$ cat src/rtl/avmm_wr_ack_word_to_burst_pkg.sv
// Shared constants and types for the word-to-burst write-ack converter.
// The board packages are declared here too, so the slice is self-contained.
package local_mem_cfg_pkg;
  localparam int LOCAL_MEM_BURST_CNT_WIDTH = 7;
endpackage

package dc_bsp_pkg;
  import local_mem_cfg_pkg::*;
  localparam int WR_ACK_BURST_FIFO_DEPTH = 16;
  typedef logic [LOCAL_MEM_BURST_CNT_WIDTH-1:0] burstcnt_t;
endpackage

package avmm_wr_ack_word_to_burst_pkg;
  import local_mem_cfg_pkg::*;
  import dc_bsp_pkg::*;

  localparam int BC_W               = LOCAL_MEM_BURST_CNT_WIDTH;
  localparam int FIFO_DEPTH_DEFAULT = WR_ACK_BURST_FIFO_DEPTH;

  // The occupancy counter must be able to represent DEPTH itself.
  function automatic int fifo_cnt_w(input int depth);
    return $clog2(depth) + 1;
  endfunction
endpackage

$ cat src/rtl/avmm_wr_ack_word_to_burst_if.sv
// Bus bundle for the write-ack converter: AVMM write beats, word acks and burst acks.
// err_sticky_out exists only when AVMM_WR_ACK_W2B_ERR_EN is defined.
interface avmm_wr_ack_word_to_burst_if
  import avmm_wr_ack_word_to_burst_pkg::*;
#(
  parameter int W = BC_W
) ();
  logic         avmm_waitreq;
  logic         avmm_wr;
  logic [W-1:0] avmm_burstcnt;
  logic         per_word_write_ack_in;
  logic         wr_stall_out;
  logic         per_burst_write_ack_out;
  logic [W-1:0] burstcnt_out;
`ifdef AVMM_WR_ACK_W2B_ERR_EN
  logic         err_sticky_out;

  modport master (
    output avmm_waitreq, avmm_wr, avmm_burstcnt, per_word_write_ack_in,
    input  wr_stall_out, per_burst_write_ack_out, burstcnt_out, err_sticky_out
  );
  modport slave (
    input  avmm_waitreq, avmm_wr, avmm_burstcnt, per_word_write_ack_in,
    output wr_stall_out, per_burst_write_ack_out, burstcnt_out, err_sticky_out
  );
`else
  modport master (
    output avmm_waitreq, avmm_wr, avmm_burstcnt, per_word_write_ack_in,
    input  wr_stall_out, per_burst_write_ack_out, burstcnt_out
  );
  modport slave (
    input  avmm_waitreq, avmm_wr, avmm_burstcnt, per_word_write_ack_in,
    output wr_stall_out, per_burst_write_ack_out, burstcnt_out
  );
`endif
endinterface

$ cat src/rtl/avmm_wr_ack_burstcnt_fifo.sv
// Show-ahead synchronous FIFO of burst lengths with registered occupancy count.
// Push and pop in the same cycle are both honoured.
module avmm_wr_ack_burstcnt_fifo
  import avmm_wr_ack_word_to_burst_pkg::*;
#(
  parameter int W     = BC_W,
  parameter int DEPTH = FIFO_DEPTH_DEFAULT
) (
  input  logic         clk,
  input  logic         reset_n,
  input  logic         push_i,
  input  logic [W-1:0] data_i,
  input  logic         pop_i,
  output logic [W-1:0] head_o,
  output logic         full_o,
  output logic         empty_o
);
  localparam int AW = $clog2(DEPTH);
  localparam int CW = fifo_cnt_w(DEPTH);

  logic [W-1:0]  mem_q [DEPTH];
  logic [AW-1:0] wr_ptr_q, wr_ptr_d, rd_ptr_q, rd_ptr_d;
  logic [CW-1:0] count_q, count_d;
  logic          do_push, do_pop;

  assign full_o  = (count_q == CW'(DEPTH));
  assign empty_o = (count_q == '0);
  assign do_push = push_i && !full_o;
  assign do_pop  = pop_i && !empty_o;
  assign head_o  = mem_q[rd_ptr_q];

  always_comb begin
    wr_ptr_d = wr_ptr_q;
    rd_ptr_d = rd_ptr_q;
    count_d  = count_q;
    if (do_push) wr_ptr_d = wr_ptr_q + AW'(1);
    if (do_pop)  rd_ptr_d = rd_ptr_q + AW'(1);
    if (do_push && !do_pop)      count_d = count_q + CW'(1);
    else if (do_pop && !do_push) count_d = count_q - CW'(1);
  end

  always_ff @(posedge clk or negedge reset_n) begin
    if (!reset_n) begin
      wr_ptr_q <= '0;
      rd_ptr_q <= '0;
      count_q  <= '0;
    end else begin
      wr_ptr_q <= wr_ptr_d;
      rd_ptr_q <= rd_ptr_d;
      count_q  <= count_d;
    end
  end

  // Storage carries data only; validity is tracked by the pointers and count.
  always_ff @(posedge clk) begin
    if (do_push) mem_q[wr_ptr_q] <= data_i;
  end
endmodule

$ cat src/rtl/avmm_wr_ack_word_to_burst.sv
// Converts per-word write acks back into one ack per completed AVMM write burst.
// Define AVMM_WR_ACK_W2B_ERR_EN to add the sticky protocol-error output.
module avmm_wr_ack_word_to_burst
  import avmm_wr_ack_word_to_burst_pkg::*;
#(
  parameter int AVMM_BURSTCNT_WIDTH = BC_W,
  parameter int BURST_FIFO_DEPTH    = FIFO_DEPTH_DEFAULT
) (
  input  logic                         clk,
  input  logic                         reset_n,
  avmm_wr_ack_word_to_burst_if.slave   bus
);
  localparam int W = AVMM_BURSTCNT_WIDTH;

  logic [W-1:0] beat_cnt_q, beat_cnt_d;
  logic [W-1:0] bc_lat_q, bc_lat_d;
  logic [W-1:0] ack_cnt_q, ack_cnt_d;
  logic [W-1:0] bc_out_q, bc_out_d;
  logic         pulse_q, pulse_d;
  logic [W-1:0] head, bc_in;
  logic         full, empty, accept, first, push, ack_hit, pop;

  // A zero burst length is handled as a single-beat burst.
  function automatic logic [W-1:0] sanitize(input logic [W-1:0] bc);
    return (bc == '0) ? W'(1) : bc;
  endfunction

  assign accept  = bus.avmm_wr && !bus.avmm_waitreq;
  assign first   = accept && (beat_cnt_q == '0);
  assign bc_in   = sanitize(bus.avmm_burstcnt);
  assign push    = first && !full;
  assign ack_hit = bus.per_word_write_ack_in && !empty;
  assign pop     = ack_hit && ((ack_cnt_q + W'(1)) == head);

  avmm_wr_ack_burstcnt_fifo #(
    .W     (W),
    .DEPTH (BURST_FIFO_DEPTH)
  ) u_fifo (
    .clk     (clk),
    .reset_n (reset_n),
    .push_i  (push),
    .data_i  (bc_in),
    .pop_i   (pop),
    .head_o  (head),
    .full_o  (full),
    .empty_o (empty)
  );

  always_comb begin
    beat_cnt_d = beat_cnt_q;
    bc_lat_d   = bc_lat_q;
    if (first) begin
      bc_lat_d   = bc_in;
      beat_cnt_d = (bc_in == W'(1)) ? '0 : W'(1);
    end else if (accept) begin
      beat_cnt_d = (beat_cnt_q == bc_lat_q - W'(1)) ? '0 : beat_cnt_q + W'(1);
    end
  end

  always_comb begin
    ack_cnt_d = ack_cnt_q;
    pulse_d   = 1'b0;
    bc_out_d  = bc_out_q;
    if (pop) begin
      ack_cnt_d = '0;
      pulse_d   = 1'b1;
      bc_out_d  = head;
    end else if (ack_hit) begin
      ack_cnt_d = ack_cnt_q + W'(1);
    end
  end

  always_ff @(posedge clk or negedge reset_n) begin
    if (!reset_n) begin
      beat_cnt_q <= '0;
      bc_lat_q   <= '0;
      ack_cnt_q  <= '0;
      bc_out_q   <= '0;
      pulse_q    <= 1'b0;
    end else begin
      beat_cnt_q <= beat_cnt_d;
      bc_lat_q   <= bc_lat_d;
      ack_cnt_q  <= ack_cnt_d;
      bc_out_q   <= bc_out_d;
      pulse_q    <= pulse_d;
    end
  end

  assign bus.wr_stall_out            = full && (beat_cnt_q == '0);
  assign bus.per_burst_write_ack_out = pulse_q;
  assign bus.burstcnt_out            = bc_out_q;

`ifdef AVMM_WR_ACK_W2B_ERR_EN
  logic err_q, err_d;

  always_comb begin
    err_d = err_q;
    if ((first && full) || (bus.per_word_write_ack_in && empty) ||
        (first && bus.avmm_burstcnt == '0))
      err_d = 1'b1;
  end

  always_ff @(posedge clk or negedge reset_n) begin
    if (!reset_n) err_q <= 1'b0;
    else          err_q <= err_d;
  end

  assign bus.err_sticky_out = err_q;
`endif
endmodule
$ cat src/flat_wrapper.sv
// flat-port wrapper written by rule: the top's interface ports become plain ports
module avmm_wr_ack_word_to_burst_flat import avmm_wr_ack_word_to_burst_pkg::*;
#(
  parameter int AVMM_BURSTCNT_WIDTH = BC_W,
  parameter int BURST_FIFO_DEPTH    = FIFO_DEPTH_DEFAULT
)
  (clk, reset_n, bus_avmm_waitreq, bus_avmm_wr, bus_avmm_burstcnt, bus_per_word_write_ack_in, bus_wr_stall_out, bus_per_burst_write_ack_out, bus_burstcnt_out);
  avmm_wr_ack_word_to_burst_if bus_i ();
  input  logic clk;
  input  logic reset_n;
  input wire logic [$bits(bus_i.avmm_waitreq)-1:0] bus_avmm_waitreq;
  input wire logic [$bits(bus_i.avmm_wr)-1:0] bus_avmm_wr;
  input wire logic [$bits(bus_i.avmm_burstcnt)-1:0] bus_avmm_burstcnt;
  input wire logic [$bits(bus_i.per_word_write_ack_in)-1:0] bus_per_word_write_ack_in;
  output wire logic [$bits(bus_i.wr_stall_out)-1:0] bus_wr_stall_out;
  output wire logic [$bits(bus_i.per_burst_write_ack_out)-1:0] bus_per_burst_write_ack_out;
  output wire logic [$bits(bus_i.burstcnt_out)-1:0] bus_burstcnt_out;
  assign bus_i.avmm_waitreq = bus_avmm_waitreq;
  assign bus_i.avmm_wr = bus_avmm_wr;
  assign bus_i.avmm_burstcnt = bus_avmm_burstcnt;
  assign bus_i.per_word_write_ack_in = bus_per_word_write_ack_in;
  assign bus_wr_stall_out = bus_i.wr_stall_out;
  assign bus_per_burst_write_ack_out = bus_i.per_burst_write_ack_out;
  assign bus_burstcnt_out = bus_i.burstcnt_out;
  avmm_wr_ack_word_to_burst #(.AVMM_BURSTCNT_WIDTH(AVMM_BURSTCNT_WIDTH), .BURST_FIFO_DEPTH(BURST_FIFO_DEPTH)) u_core (.clk(clk), .reset_n(reset_n), .bus(bus_i));
endmodule
$ cat config.mk
export PLATFORM = sky130hd
export DESIGN_NAME = avmm_wr_ack_word_to_burst_flat
export DESIGN_NICKNAME = d
export VERILOG_FILES = /design/src/rtl/avmm_wr_ack_word_to_burst_pkg.sv /design/src/rtl/avmm_wr_ack_word_to_burst_if.sv /design/src/rtl/avmm_wr_ack_burstcnt_fifo.sv /design/src/rtl/avmm_wr_ack_word_to_burst.sv /design/src/flat_wrapper.sv
export SDC_FILE = /design/constraint.sdc
export NUM_CORES = 1
export LEC_CHECK = 0
export ABC_AREA = 1
export CAP_MARGIN = 10
export CORE_MARGIN = 2
export CORE_UTILIZATION = 50
export CTS_CLUSTER_SIZE = 10
export DETAILED_ROUTE_END_ITERATION = 6
export MAX_ROUTING_LAYER = met4
export PLACE_DENSITY = 0.7
export SLEW_MARGIN = 0
export SYNTH_ARGS = -nofsm -noshare
export SYNTH_HDL_FRONTEND = slang
export SYNTH_SLANG_ARGS = --single-unit
export TNS_END_PERCENT = 5
$ cat constraint.sdc
create_clock -name clk -period 7.9 [get_ports clk]
set_input_delay 2.37 -clock clk [delete_from_list [all_inputs] [get_ports clk]]
set_output_delay 2.37 -clock clk [all_outputs]
set_load 0.02 [all_outputs]
# ---- Yosys cells after proc, flatten, opt, wreduce, memory -nomap -nowiden
# Memory sizes are Yosys's and may differ from the RTL's.
# Index checks and enable logic that the tools add are counted.
# W data, S select, Z words.
dict set report classes {
  n_eq_ne 4
  mux 12
  n_reduce_logical 21
  addsub 7
}
# operator count
set ops {}
lappend ops {{$mux W7} 6}
lappend ops {{$add A7 B1 Y7 const B} 2}
lappend ops {{$eq A7 B7 Y1} 2}
lappend ops {{$logic_not A7 Y1} 2}
lappend ops {{$logic_and A1 B1 Y1} 10}
lappend ops {{$mux W5} 2}
lappend ops {{$add A4 B1 Y4 const B} 2}
lappend ops {{$eq A7 B1 Y1 const B} 1}
lappend ops {{$sub A7 B1 Y7 const B} 1}
lappend ops {{$reduce_bool A2 Y1} 3}
lappend ops {{$add A5 B1 Y5 const B} 1}
lappend ops {{$eq A5 B5 Y1 const B} 1}
lappend ops {{$logic_not A1 Y1} 5}
lappend ops {{$logic_not A5 Y1} 1}
lappend ops {{$sub A5 B1 Y5 const B} 1}
lappend ops {{$mux W1} 4}
dict set report word_totals {
  register_bits 42
  word_cells 53
  n_memories 1
  ramBits 112
  inputBits 12
}
# memory words word_bits read_ports rd_ports_with_merged_regs wr line
set mem_list {}
lappend mem_list {u_core.u_fifo.mem_q 16 7 1 0 1 avmm_wr_ack_burstcnt_fifo.sv:21} ;# logic [W-1:0] mem_q [DEPTH];

# ---- Logic depth before layout (Yosys ltp)
dict set report depth {
  ltp_word 9
  mapped_depth 25
  ltp_nobuf 23
}

# ---- By module
# From an unflattened synthesis, not the netlist that was laid out.
dict set report unflattened {
  hier_cells 850
  area_unflattened_um2 7636.1
}
# mod cells_per_inst n_inst seq_area_each_um2 area_each_um2
set modules_own_cells {}
lappend modules_own_cells {avmm_wr_ack_burstcnt_fifo 559 1 3688.5 5665.4}
lappend modules_own_cells {avmm_wr_ack_word_to_burst 291 1 725.7 1970.6}

# ---- Least setup slack after synthesis
# Ideal clock, no wire load.
dict set report synth_timing {
  path_type {in2reg}
  from {input bus_avmm_wr}
  to {register u_core.u_fifo.count_q[4]}
  n_path_buf 0
  arrival_time_ns 4.430
  stages 16
  t_required_ns 7.775
  setup_ns 0.125
  slack_ns 3.345
  cell_sequence {inv_1 nor2_1 inv_1 nor2_1 nand2_1 clkinv_1 ha_1 inv_1 ha_1 a21oi_1 nor2_1 nor2_1 nand2_1 nand2_1 nor2_1 xor2_1}
}
dict set report synth_via {
  elab_chain_cells 7
  word_cells_on_any_way 9
}
# element line
set synth_rtl {}
lappend synth_rtl {{start: declaration} flat_wrapper.sv:12} ;# input wire logic [$bits(bus_i.avmm_wr)-1:0] bus_avmm_wr;
lappend synth_rtl {{$logic_and A1 B1 Y1 *} avmm_wr_ack_word_to_burst.sv:28} ;# assign accept = bus.avmm_wr && !bus.avmm_waitreq;
lappend synth_rtl {{$logic_and A1 B1 Y1 *} avmm_wr_ack_word_to_burst.sv:29} ;# assign first = accept && (beat_cnt_q == '0);
lappend synth_rtl {{$logic_and A1 B1 Y1 *} avmm_wr_ack_word_to_burst.sv:31} ;# assign push = first && !full;
lappend synth_rtl {{$logic_and A1 B1 Y1 *} avmm_wr_ack_burstcnt_fifo.sv:28} ;# assign do_push = push_i && !full_o;
lappend synth_rtl {{via u_core.u_fifo.do_push} avmm_wr_ack_burstcnt_fifo.sv:24} ;# logic do_push, do_pop;
lappend synth_rtl {{$logic_not A1 Y1} avmm_wr_ack_burstcnt_fifo.sv:39} ;# else if (do_pop && !do_push) count_d = count_q - CW'(1);
lappend synth_rtl {{$logic_and A1 B1 Y1} avmm_wr_ack_burstcnt_fifo.sv:39}
lappend synth_rtl {{$reduce_bool A2 Y1 (no line)} n/a}
lappend synth_rtl {{end signal: assignment} avmm_wr_ack_burstcnt_fifo.sv:50} ;# count_q <= count_d;
lappend synth_rtl {{end: declaration} avmm_wr_ack_burstcnt_fifo.sv:23} ;# logic [CW-1:0] count_q, count_d;
# Mark *: on every way through the listed nets, which the timed path passes. The rest lies on a longest branch.
# A chain may end at the register's enable or synchronous reset.

# ---- Worst setup path after layout
# Ends and elaborated chain as after synthesis.

==> results.md <==
- Setup slack after layout: 2.53 ns
- TritonCTS clock tree: done
- Core Util, Final: between 50% and 60%
- Main synth FF type: edfxtp_1
- Top cells by count, synth: 270 x nand2_1, 112 x edfxtp_1, 110 x inv_1
- Dpl cells: 983
- Final Hold Viols: 0
- Crit-path max FO: 15
- Finished Layout Cells: slightly above 1000
- Hold Path End: u_core.bus.burstcnt_out[2]
- Placed inst area: approximately 0.0077 mm^2
- Antenna violations before repair: 0
- # DRC: 0
- WS Path Type: in2reg
- Period utilization: around two thirds
- Ports: 21
- Core area: between 0.01 and 0.015 mm^2
- Synth warnings: 0
- Starting Density: 51.2%
- Sink Count: between 150 and 200
- Asr flop ratio synth: ~27%
- First-pass GRT wire length: 26600 um
- Max-cap violations: 0
- Synth Cell Area: roughly 0.0075 mm^2
- Clock latency on the worst-skew pair: about 0.42 ns
- Fin nets: 844
- Post-synthesis compound-gate area fraction: 3.05%
- Flops & latches, synth: between 150 and 200
- Synth Net Count: around 830
- Clock tree buffer depth: 2
- Vias in the first global route: around 5200
- Final setup fails: 0
- TritonCTS Buffers: 17
- Critical Path Sink Type: flop
- Fin area: between 0.008 and 0.009 mm^2
- Achievable frequency: approximately 190 MHz
- Cells after synthesis: 807
- Max-slew violation count: 0
- Fill count: 1260
- Class of the worst hold path: reg2reg
- Placer Congestion: approximately 0.9
- WL final: between 15000 and 20000 um
- Mux cell area share after synthesis: 0%
- Number of synthesized flops with an enable pin: 112
- Post-place setup slack: approximately 2.1 ns
- Area leader, netlist: edfxtp_1
- Area contributors post-synth: edfxtp_1 45%, dfrtp_1 14%, nand2_1 14%
- Post-CTS setup buffer count: 0
- Number of diodes: 0
- Pre-Repair DR Iteration Count: 5
- 1st-iter DRT viols: around 490
- Remaining Overflow, GRT: 0
- Most numerous cell in the Yosys netlist: nand2_1
- Critical Path RT: between 8 and 9 ns
- Startpoint types: primary input
- Htree depth: 4
- Worst hold slack: approximately 0.48 ns
- Sum Neg Setup Slack: 0 ns
- Reg-to-Reg Start: u_core.u_fifo.rd_ptr_q[1]
- Post_cts resized: 0
- Hold Path Depth: 2
- Vias/cell: around 5.2
- DR WL/cell: 16.1 um
- Area growth from synthesis to layout: 10.9%
- Via count: 5259
- FF-to-FF setup slack: between 3 and 4 ns
- Cell row count: 44
- Final ANT Viol Nets: 0
- Register area share after synthesis: around three fifths
- CTS root buf: clkbuf_16
- Post-Syn Area per Cell: approximately 9.3 um^2
- Clk slew on worst S/H paths: around 0.060 ns
- Unique cell type count in the Yosys netlist: 34
- Layout cells sized above 1: about 6.3%
- Max VDD drop: about 160 uV
- Status: finished clean
- Setup repair after global routing missed its margin: no
- Simple-Gate Fraction of Synth Area: around a quarter
- Tmin final: around 5.4 ns
- Pwr/cell area: about 310 mW/mm^2
- Worst reg2reg path endpoint: u_core.u_fifo.count_q[4]
- HPWL Detailed: roughly 11000 um
- Worst Path Arrival: ~5.7 ns
- Die height: around 130 um
- Largest net degree at the start of global routing: between 60 and 70
- Largest family of logic cells by synthesized area: simple AND/OR/NAND/NOR gates
- Worst R2R Path Depth: 21
- IO Port Bufs: 20
- Leak: 3.63 nW
- Die ar.: approximately 0.016 mm^2
- Min-delay src: u_core.bus.burstcnt_out[2]
- Final Skew: 0.00628 ns
- Top-area cell type share of the netlist area: between 40 and 50%
- Total Power: ~2.6 mW
- Die width: 126 um
- Slew headroom: 32.8%
- GRT Total Usage: between 20 and 25%
- Actual slew at the worst max-slew pin: roughly 1.0 ns
- Post-Synth XOR/XNOR Area: under 10%
- Post-synthesis adder-cell area fraction: about 2.4%
- Cts hold-fix bufs: 0
[worst max-delay path: stages]
cell and delay, ns:
clkdlybuf4s50_1 0.45, inv_1 0.03, nor2_1 0.39, inv_1 0.11, nor2_1 0.61, nand2_1 0.18
clkinv_1 0.20, ha_1 0.26, inv_1 0.10, ha_1 0.32, a21oi_1 0.15, nor2_1 0.05
nor2_1 0.12, nand2_1 0.06, nand2_1 0.06, nor2_1 0.05, xor2_1 0.13
[metal layers]
layer,share of wire (%),GRT usage (%),vias to the layer above
met3,7.0,5.86,21
met4,2.0,7.37,0
met1,44,29.7,2433
met5,0,-,-
met2,47,34.7,199
li1,-,-,2606
[where the power goes]
group / internal [mW] / switching [mW] / total, mW
Combinational: 0.275 / 0.532 / 0.807
Clock: 0.459 / 0.310 / 0.769
Sequential: 0.961 / 0.0736 / 1.03
Total: 1.70 / 0.915 / 2.61
[how the worst max path moves through the flow]
stage | start | cells after the start | slack (ns) | endpoint
after detailed placement | bus_avmm_wr | 17 | 2.09 | u_core.u_fifo.count_q[4]
after global placement | bus_avmm_wr | 17 | 2.15 | u_core.u_fifo.count_q[4]
final | bus_avmm_wr | 17 | 2.53 | u_core.u_fifo.count_q[4]
after global routing | bus_avmm_wr | 17 | 2.17 | u_core.u_fifo.count_q[4]
after floorplan | bus_avmm_wr | 16 | 3.34 | u_core.u_fifo.count_q[4]
after CTS | bus_avmm_wr | 17 | 2.52 | u_core.u_fifo.count_q[4]
[sequential cells by signal, indices dropped and copies added (netlist names)]
name / count
u_core.u_fifo.rd_ptr_q: 4
u_core.u_fifo.wr_ptr_q: 4
u_core.bus.burstcnt_out: 7
u_core.bc_lat_q: 7
u_core.bus.per_burst_write_ack_out: 1
u_core.u_fifo.count_q: 5
u_core.ack_cnt_q: 7
u_core.u_fifo.mem_q: 112
u_core.beat_cnt_q: 7
[cells in the final DEF, fill, tap and decap left out, drive strengths merged]
master         netlist  routed
a211oi               1       1
a21oi                7       7
buf                 23       3
bufinv               0       2
clkbuf               7      18
clkdlybuf4s50        0      19
clkinv               2      11
clkinvlp             0       3
dfrtp               42      42
edfxtp             112     112
fa                   1       1
ha                  13      13
inv                114     114
nand2              274     274
nand3               95      95
nand4                5       5
nor2                47      47
nor3                 4       4
nor4                 1       1
o211ai               2       2
o21ai               25      25
o21ba                1       1
o22ai                5       5
or2                  1       1
xnor2                5       5
xor2                20      20
[kinds of logic after synthesis]
logic type                 after synthesis
AOI/OAI and AO/OA                       41
DFF                                    154
and+or+nand+nor                        427
adders and majority gates               14
xor gates and xnor gates                25
buffers and inverters                  146
[cell type report]
class	count	area, um^2	area share (%)
sequential	154	4420	53.3
multi-input combinational	507	2430	29.3
inverter	116	445	5.37
clock buffer	18	429	5.18
tap	184	230	2.78
timing repair buffer	22	210	2.54
clock inverter	14	131	1.59
Power figures use the tool's default switching activity.
